### src/rtl/delay_chain_probe.sv
// delay_chain_probe: measures the round-trip delay of an external chain in clk cycles.
// A probe edge is launched into the chain, and the block counts cycles until the
// synchronized echo changes. It also reports whether the chain inverts, or gives up
// after TIMEOUT cycles.
module delay_chain_probe #(
   parameter int CNT_W      = 8,
   parameter int TIMEOUT    = 200,
   parameter int SETTLE_CYC = 4
) (
   input  logic             clk,
   input  logic             rst_n,
   input  logic             start,
   input  logic             echo_in,
   output logic             probe_out,
   output logic             busy,
   output logic             done,
   output logic [CNT_W-1:0] delay_cycles,
   output logic             inverted,
   output logic             timeout
);

   localparam int SW = (SETTLE_CYC > 1) ? $clog2(SETTLE_CYC) : 1;
   localparam logic [SW-1:0]    SET_LAST = SW'(SETTLE_CYC - 1);
   localparam logic [CNT_W-1:0] TO_VAL   = CNT_W'(TIMEOUT);

   typedef enum logic [2:0] {
      S_IDLE, S_SETTLE, S_LAUNCH, S_WAIT, S_DONE
   } state_t;

   state_t           state_q;
   logic             sync1_q, echo_s_q;
   logic             probe_q, busy_q, done_q;
   logic             echo_ref_q, inv_ref_q;
   logic [SW-1:0]    set_q;
   logic [CNT_W-1:0] cnt_q;
   logic [CNT_W-1:0] delay_q;
   logic             inverted_q, timeout_q;
   logic [CNT_W-1:0] cnt_d;

   // The count that includes the current WAIT cycle. It is the reported delay, so a
   // direct loopback reads 2, which is the synchronizer depth.
   assign cnt_d = cnt_q + 1'b1;

   // Two-flop synchronizer for the asynchronous chain return.
   always_ff @(posedge clk or negedge rst_n) begin
      if (!rst_n) begin
         sync1_q  <= 1'b0;
         echo_s_q <= 1'b0;
      end else begin
         sync1_q  <= echo_in;
         echo_s_q <= sync1_q;
      end
   end

   // Measurement FSM. All outputs are registered. The probe edge is registered on
   // entry to LAUNCH, so the chain sees it during the LAUNCH cycle.
   always_ff @(posedge clk or negedge rst_n) begin
      if (!rst_n) begin
         state_q    <= S_IDLE;
         probe_q    <= 1'b0;
         busy_q     <= 1'b0;
         done_q     <= 1'b0;
         echo_ref_q <= 1'b0;
         inv_ref_q  <= 1'b0;
         set_q      <= '0;
         cnt_q      <= '0;
         delay_q    <= '0;
         inverted_q <= 1'b0;
         timeout_q  <= 1'b0;
      end else begin
         done_q <= 1'b0;
         case (state_q)
            S_IDLE: begin
               if (start) begin
                  state_q <= S_SETTLE;
                  set_q   <= '0;
                  busy_q  <= 1'b1;
               end
            end
            S_SETTLE: begin
               if (set_q == SET_LAST) begin
                  echo_ref_q <= echo_s_q;
                  inv_ref_q  <= echo_s_q ^ probe_q;
                  probe_q    <= ~probe_q;
                  cnt_q      <= '0;
                  state_q    <= S_LAUNCH;
               end else begin
                  set_q <= set_q + 1'b1;
               end
            end
            S_LAUNCH: begin
               cnt_q   <= '0;
               state_q <= S_WAIT;
            end
            S_WAIT: begin
               cnt_q <= cnt_d;
               // The echo check comes first, so an echo wins over a timeout in the same cycle.
               if (echo_s_q != echo_ref_q) begin
                  delay_q    <= cnt_d;
                  inverted_q <= inv_ref_q;
                  timeout_q  <= 1'b0;
                  done_q     <= 1'b1;
                  state_q    <= S_DONE;
               end else if (cnt_d == TO_VAL) begin
                  delay_q    <= TO_VAL;
                  inverted_q <= inv_ref_q;
                  timeout_q  <= 1'b1;
                  done_q     <= 1'b1;
                  state_q    <= S_DONE;
               end
            end
            S_DONE: begin
               busy_q  <= 1'b0;
               state_q <= S_IDLE;
            end
            default: begin
               busy_q  <= 1'b0;
               state_q <= S_IDLE;
            end
         endcase
      end
   end

   assign probe_out    = probe_q;
   assign busy         = busy_q;
   assign done         = done_q;
   assign delay_cycles = delay_q;
   assign inverted     = inverted_q;
   assign timeout      = timeout_q;

endmodule
### config.mk
export PLATFORM = sky130hd
export DESIGN_NAME = delay_chain_probe
export DESIGN_NICKNAME = d
export VERILOG_FILES = /design/src/rtl/delay_chain_probe.sv
export SDC_FILE = /design/constraint.sdc
export NUM_CORES = 1
export LEC_CHECK = 0
export BUFFER_PORTS_ARGS = -buffer_cell sky130_fd_sc_hd__buf_2
export CORE_AREA = 2 2 58 60
export DETAILED_ROUTE_END_ITERATION = 6
export DIE_AREA = 0 0 60 62
export PLACE_DENSITY = 0.67
export SYNTH_ARGS = -nofsm -noshare
export SYNTH_HDL_FRONTEND = slang
export SYNTH_SLANG_ARGS = --single-unit
### constraint.sdc
create_clock -name clk -period 1.7 [get_ports clk]
set_input_delay 0.34 -clock clk [delete_from_list [all_inputs] [get_ports clk]]
set_output_delay 0.34 -clock clk [all_outputs]
set_load 0.03 [all_outputs]
* Yosys cells after proc, flatten, opt, wreduce, memory -nomap -nowiden
Index checks and enable logic that the tools add are counted.
** Word-level totals
- Flip-flop bits (word level) :: 30
- Bits of input ports :: 4
- Output and inout port bits :: 13
- Logic and storage cells :: 60
** Operators by class
- Add/subtract/negate cells :: 2
- Equal/unequal tests :: 10
- Mux-type cells :: 21
- Bitwise gates (word level) :: 3
- Reductions and logical operators :: 11
** Operators by type and width (count)
- 2-to-1 mux 8 bit :: 3
- case mux 8 bit (3 select lines) :: 1
- 2-to-1 mux 3 bit :: 4
- case mux 3 bit (4 select lines) :: 1
- adder 8 x 1 -> 8 bit (second input constant) :: 1
- equality test 8 bit (second input constant) :: 1
- 2-to-1 mux 1 bit :: 8
- AND reduction 2 bit :: 4
- equality test 3 x 2 -> 1 bit (second input constant) :: 2
- != test 2 bit (second input constant) :: 3
- AND reduction 3 bit :: 2
- 2-to-1 mux 2 bit :: 2
- case mux 2 bit (2 select lines) :: 1
- nonzero test 2 bit :: 2
- equality test 3 x 1 -> 1 bit (second input constant) :: 1
- logical NOT 3 bit :: 1
- != test 3 bit (second input constant) :: 1
- nonzero test 3 bit :: 1
- OR reduction 3 bit :: 1
- adder 2 x 1 -> 2 bit (second input constant) :: 1
- equality test 2 bit (second input constant) :: 1
- inverter 1 bit :: 2
- case mux 1 bit (2 select lines) :: 1
- != test 1 bit :: 1
- XOR 1 bit :: 1

* Longest topological paths before layout
Gate-level depths: netlist (run 1).
- Word-level depth :: 5
- Depth in mapped cells :: 7
- Gate-level depth less buffers :: 7

* Worst setup path after synthesis (run 1)
Ideal clock, no wire load.
- Kind :: reg2reg
- From :: reg cnt_q[0]
- To :: reg inverted_q, in the netlist inverted
- Setup time :: 0.125 ns
- Arrival time :: 1.688 ns
- Data required time :: 1.575 ns
- Setup slack :: -0.113 ns
- Cell stages (with the launch flop) :: 8
- Buffers on the path :: 0
- Period minus slack after synthesis :: 1.813 ns
- Path through :: dfrtp_1 -> ha_1 -> nand2_1 -> o21a_1 -> nor2_2 -> o31a_4 -> inv_6 -> mux2_4
** Between the ends
- Longest elaborated chain between the ends :: 4
** RTL lines
- from (decl) :: line 35 : logic [CNT_W-1:0] cnt_q;
- from (signal assigned) :: line 96 : cnt_q <= cnt_d;
- adder 8 x 1 -> 8 bit :: line 42 : assign cnt_d = cnt_q + 1'b1;
- equality test 8 bit :: line 104 : end else if (cnt_d == TO_VAL) begin
- nonzero test 2 bit (no line)
- AND reduction 2 bit (no line)
- to (signal assigned) :: line 100 : inverted_q <= inv_ref_q;
- to (signal assigned) :: line 106 : inverted_q <= inv_ref_q;
- to (decl) :: line 37 : logic inverted_q, timeout_q;
No other way between the ends.
A chain may end at the register's enable or synchronous reset.

* Final worst setup path (run 1)
- From :: reg cnt_q[3]
- To :: reg inverted_q, in the netlist inverted
The elaborated chain is that of the path after synthesis.

==> flow_summary.json, run 1 <==
{
  "synth_fa_ha_area_share_pct": 1.843,
  "rsz0062_at_grt": "yes",
  "ys_seq_area_share_pct": 55.30,
  "syn_to_final_growth_pct": 29.22,
  "die_h_um": 62,
  "vias_per_cell": 5.047,
  "place_ws_ns": -0.06571,
  "power.switching_uw": 1097,
  "final-setup-viol-count": 1,
  "gr-max-usage-layer": "met2",
  "clkLatencyLatePin_ns": 0.33,
  "crit_type": "reg2reg",
  "syn_inst": 122,
  "wl_um": 2968,
  "status": "complete, but fails checks",
  "ys_seq_elements": 30,
  "vias": 1075,
  "clockPowerShare_pct": 15.6,
  "place_congestion": 0.8742,
  "clock_sinks": 30,
  "met1_usage_pct": 23.54,
  "path_cells": "or2_0, mux2i_1, nand2_1, o31a_4, clkinv_4, mux2_4",
  "antenna_found_initial": 0,
  "cts_root_buf": "clkbuf_4",
  "synthSimpleGateAreaFrac_pct": 14.65,
  "cp-startpoint": "cnt_q[3]",
  "path_buf_inv": 1,
  "grt_pass1_wl_um": 4988,
  "nNetsFinal": 172,
  "tightest_slew_ns": 0.6672,
  "met2_usage_pct": 28.88,
  "numCtsBuffers": 5,
  "io_pins": 17,
  "ys_types": 35,
  "worst_slack_ns": -0.07088,
  "power_density_nw_per_um2": 1606,
  "die_w_um": 60,
  "antenna_cells": 0,
  "synth_top_family_by_area": "compound AO/OA/AOI/OAI gates",
  "clockBufferDepth": 2,
  "slowest_delay_ns": 0.41,
  "synth_most_common_cell": "dfrtp_1",
  "die-area_um2": 3720,
  "synth_area_leaders": "dfrtp_1 (55%), a22o_1 (5.2%), nand2_1 (3.6%)",
  "relSlewSlack_pct": 55.52,
  "route.detailed.drc": 0,
  "io_buffers": 16,
  "synth_compound_area_share_pct": 17.70,
  "critPathMaxFanout": 6,
  "worstPathArrival_ns": 1.98,
  "vdd_drop_max_v": 0.001037,
  "multi_input_area_um2": 611.8,
  "grtUsageMet3_pct": 6.418,
  "drive_gt1_share_pct": 37.13,
  "grt_remaining_overflow": 0,
  "holdWs_ns": 0.03192,
  "hpwl_um": 2041,
  "htreeDepth": 2,
  "hp-class": "in2async",
  "wire_per_inst_um": 13.93,
  "synthArstFlopShare_pct": 100.0,
  "power_leakage_uw": 0.0008703,
  "syn_area_um2": 1358,
  "syn_avg_cell_area_um2": 11.13,
  "hold_buffers": 0,
  "grt_util_all_layers_pct": 18.65,
  "drt_iter0_drc": 29,
  "grt_max_degree": 31,
  "slew_violations": 0,
  "pwr-share-seq_pct": 38.3,
  "crit_path_start_kind": "flip-flop",
  "synth_common_cells": "dfrtp_1 (30), nand2_1 (13), nor2_1 (9), a22o_1 (8), o21ai_0 (8)",
  "critPathTopFamily": "multiplexers",
  "r2r_slack_ns": -0.07,
  "synth_warnings": 0,
  "initial_core_util_pct": 42.70,
  "reg2reg_from": "cnt_q[3]",
  "synthMuxAreaShare_pct": 3.502,
  "internal-power_uw": 1720,
  "synth_xor_xnor_area_share_pct": 5.161,
  "p_comb_share_pct": 46.1,
  "cts_tree": "done",
  "yosysTopAreaCell": "dfrtp_1",
  "fill_cells": 268,
  "crit_slowest_cell": "dfrtp_1",
  "finClkSkew_ns": 0.009515,
  "core_area_um2": 3179,
  "grt_pass1_vias": 1078,
  "clk_pin_slew_ns": 0.09,
  "num_rows": 21,
  "yosys.area.top_type_share_pct": 55.30,
  "timing.final.crit_share_pct": 104.2,
  "regArea_um2": 752.0,
  "cp-end-kind": "flip-flop",
  "dr.pass1.iters": 4,
  "violations": "negative setup slack",
  "ys.flop_type": "dfrtp_1",
  "fmax_ghz": 0.5647,
  "synth_edf_count": 0,
  "power.share.switching_pct": 38.95,
  "synth_nets": 128,
  "ant_nets": 0,
  "maxCapViolCount": 0,
  "cp.required_ns": 1.91,
  "period_minus_slack_ns": 1.771,
  "finalHoldViolCount": 0
}
==> flip-flops by register name (all words and copies together), names as in the netlist, 2 cells and up <==
name / flops
cnt_q: 8
set_q: 2
delay_cycles: 8
state_q: 3
==> power by group through the flow <==
stage                     Sequential, uW  Clock [uW]  Combinational, uW
after floorplan                     1280           0                609
after global placement              1070           0               1190
after detailed placement            1090           0               1220
after CTS                           1080         461               1260
after global routing                1110         498               1440
final                               1080         439               1300
==> worst register-to-register path, delay by kind of cell, from the launching register on <==
| family | cells | cell delay [ns] |
|---|---|---|
| buf+inv | 1 | 0.06 |
| flops | 1 | 0.41 |
| mux | 2 | 0.46 |
| simple gates | 2 | 0.34 |
| compound gates | 1 | 0.38 |
==> cell usage in the layout, fill, tap and decap left out, types with 2 or more instances in the layout <==
master,instances
nor2_1,9
clkbuf_4,5
o21ai_0,8
a22o_1,8
nand3_1,3
inv_1,2
nand2_1,12
xnor2_1,3
mux2_2,2
buf_2,16
nor3_1,4
dfrtp_1,29
xor2_1,5
o31ai_1,2
o21a_1,2
a21o_1,2
buf_4,22
nor2b_1,2
a2bb2oi_2,2
a21oi_1,5
==> per-layer routing <==
metal	vias up	routed length, um	share of wire [%]
met1	523	1332	45
met4	0	53	1.8
met2	19	1461	49
met5	-	0	0
met3	6	120	4.0
li1	527	-	-
==> area by class of cell <==
type	instances	share of cell area, %
Clock buffer	7	3.138
Multi-Input combinational cell	87	34.88
Sequential cell	30	42.87
Tap cell	46	3.281
Inverter	3	0.9272
Clock inverter	1	0.2853
Timing Repair Buffer	39	14.62
==> logic make-up (layout without fill, tap and decap cells) <==
logic type,after synthesis,in the layout
simple gates,40,40
compound gates,33,33
flops,30,30
xor+xnor,8,8
buf+inv,5,50
mux,4,4
fa+ha+maj,2,2
==> path summary, 6_finish.rpt <==
path	to	cells past startpoint
worst max register to register	inverted	6
worst max-delay path	inverted	6
worst min register to register	echo_s_q	0
min in group clk	sync1_q	1
worst min-delay path	cnt_q[4]	1
max in group asynchronous	cnt_q[1]	1
==> per-stage QoR <==
stage / power [uW] / area [um^2] / util [%] / std cells / TNS [ns]
finish: 2817 / 1754 / 55.18 / 213 / -0.07088
global route: 3045 / 1754 / 55.18 / 213 / -0.3063
CTS: 2803 / 1729 / 54.39 / 211 / -0.06583
detailed placement: 2313 / 1627 / 51.16 / 199 / -0.09755
global placement: 2261 / 1627 / 51.16 / 199 / -0.01521
floorplan: 1891 / 1370 / - / 122 / -0.03916
==> what timing repair did <==
item | CTS | global route
endpoints found under the setup margin | 3 | 8
buffers inserted | 4 | 2
pin swaps | 3 | 1
resized for setup | 2 | 5
No activity file was read; power rests on OpenSTA's default activity.
==> run 2: changes to the inputs <==
- RECOVER_POWER: default -> 100
==> run 2 against run 1 <==
Against the previous run: the run still ends with negative setup slack left; fmax decreased by 0.88%; clock skew increased by 0.0082 ns; cell area decreased by 1.5%; global-route usage unchanged; die area unchanged; critical path type unchanged; largest cell class unchanged; highest routed layer unchanged.
==> flow_summary.json, run 2 (same netlist as run 1, synthesis figures left out) <==
{
  "hpwl_um": 2041,
  "rr_endpoint": "inverted",
  "io_buffers": 16,
  "worst_slack_ns": -0.08664,
  "cp.required_ns": 1.92,
  "tightest_slew_ns": 0.7407,
  "initial_core_util_pct": 42.70,
  "worstPathArrival_ns": 2.00,
  "htreeDepth": 2,
  "hp-class": "in2async",
  "syn_to_final_growth_pct": 27.28,
  "r2r_slack_ns": -0.09,
  "fmax_ghz": 0.5597,
  "route.detailed.drc": 0,
  "reg2reg_from": "cnt_q[3]",
  "wl_um": 3003,
  "critPathMaxFanout": 6,
  "crit_type": "reg2reg",
  "power_leakage_uw": 0.0008186,
  "drt_iter0_drc": 33,
  "cp-end-kind": "flip-flop",
  "nNetsFinal": 172,
  "io_pins": 17,
  "crit_slowest_cell": "dfrtp_1",
  "crit_path_start_kind": "flip-flop",
  "cts_root_buf": "clkbuf_4",
  "slowest_delay_ns": 0.41,
  "placed_area_um2": 1627,
  "layout_common_cells": "dfrtp_1 (29), buf_4 (19), clkbuf_1 (16), nand2_1 (12), nor2_1 (9)",
  "num_rows": 21,
  "die-area_um2": 3720,
  "grt_pass1_wl_um": 4988,
  "final-setup-viol-count": 1,
  "holdWs_ns": 0.03883,
  "place_congestion": 0.8742,
  "relSlewSlack_pct": 50.62,
  "fill_cells": 281,
  "grt_remaining_overflow": 0,
  "antenna_found_initial": 0,
  "numCtsBuffers": 5,
  "finalHoldViolCount": 0,
  "drive_gt1_share_pct": 27.54,
  "vias": 1073,
  "grt_util_all_layers_pct": 18.65,
  "grt_max_degree": 31,
  "clockBufferDepth": 2,
  "clkLatencyLatePin_ns": 0.34,
  "core_area_um2": 3179,
  "dr.pass1.iters": 6,
  "layout_commonest_cell": "dfrtp_1",
  "clock_sinks": 30,
  "tns_ns": -0.08664,
  "r2r_cells": 6,
  "timing.final.crit_share_pct": 105.1,
  "final_core_util_pct": 54.35,
  "clk_pin_slew_ns": 0.10,
  "maxCapViolCount": 0,
  "cts_tree": "done",
  "rsz0062_at_grt": "yes",
  "ant_nets": 0,
  "die_w_um": 60,
  "grt_pass1_vias": 1078,
  "fin_area_um2": 1728,
  "power_density_nw_per_um2": 1613,
  "hold_buffers": 0,
  "period_minus_slack_ns": 1.787,
  "wire_per_inst_um": 14.10,
  "slew_violations": 0,
  "vias_per_cell": 5.038,
  "place_ws_ns": -0.06571,
  "status": "complete, but fails checks",
  "die_h_um": 62,
  "violations": "negative setup slack",
  "antenna_cells": 0,
  "finClkSkew_ns": 0.01776,
  "path_cells": "or2_0, mux2i_1, nand2_1, o31a_4, clkinv_4, mux2_4",
  "vdd_drop_max_v": 0.001035
}
-- run 2: worst max-delay path: cells and delay by family, from the launching register on --
family	cells	cell delay, ns
compound gates	1	0.38
buf+inv	1	0.06
flops	1	0.41
mux	2	0.46
simple gates	2	0.34
-- run 2: worst max path at each step --
| stage | from | to | slack, ns | depth (start not counted) |
|---|---|---|---|---|
| finish | cnt_q[3] | inverted | -0.09 | 6 |
| global route | cnt_q[4] | inverted | -0.13 | 6 |
| CTS | cnt_q[4] | inverted | -0.06 | 6 |
| detailed placement | cnt_q[0] | inverted | -0.07 | 7 |
| global placement | cnt_q[3] | inverted | -0.02 | 6 |
| floorplan | cnt_q[0] | inverted | -0.04 | 7 |
-- run 2: layout make-up --
class                   count  area, um^2  share of cell area (%)
flip-flops and latches     30       752.0                   43.52
clock inverters             1       5.005                  0.2896
well taps                  46       57.56                   3.331
multi-input cells          87       609.3                   35.26
clock buffers               7       55.05                   3.186
repair buffers             39       232.7                   13.47
inverters                   3       16.27                  0.9413
-- run 2: repair_timing --
action | 4_1_cts | 5_1_grt
resized for setup | 2 | 5
endpoints found under the setup margin | 3 | 8
pin swaps | 3 | 1
endpoints found under the hold margin | 0 | 0
setup buffers | 4 | 2
-- run 2: where the power goes --
part           switching [uW]  internal (uW)  leakage (uW)  total, uW
registers                 159            923      0.000384       1080
clock network             250            200     0.0000353        450
logic                     703            551      0.000400       1250
total                    1110           1670      0.000819       2790
-- run 2: stage by stage --
stage	instances	power, uW
6_report	213	2786
3_5_place_dp	199	2313
2_1_floorplan	122	1891
5_1_grt	213	2999
4_1_cts	211	2803
3_3_place_gp	199	2261
-- run 2: routing by layer --
layer	GRT usage (%)	vias to the layer above	part of all wire [%]
li1	-	524	-
met4	8.889	0	1.9
met3	6.418	7	4.6
met2	28.88	22	49
met5	0	-	0
met1	23.54	520	45
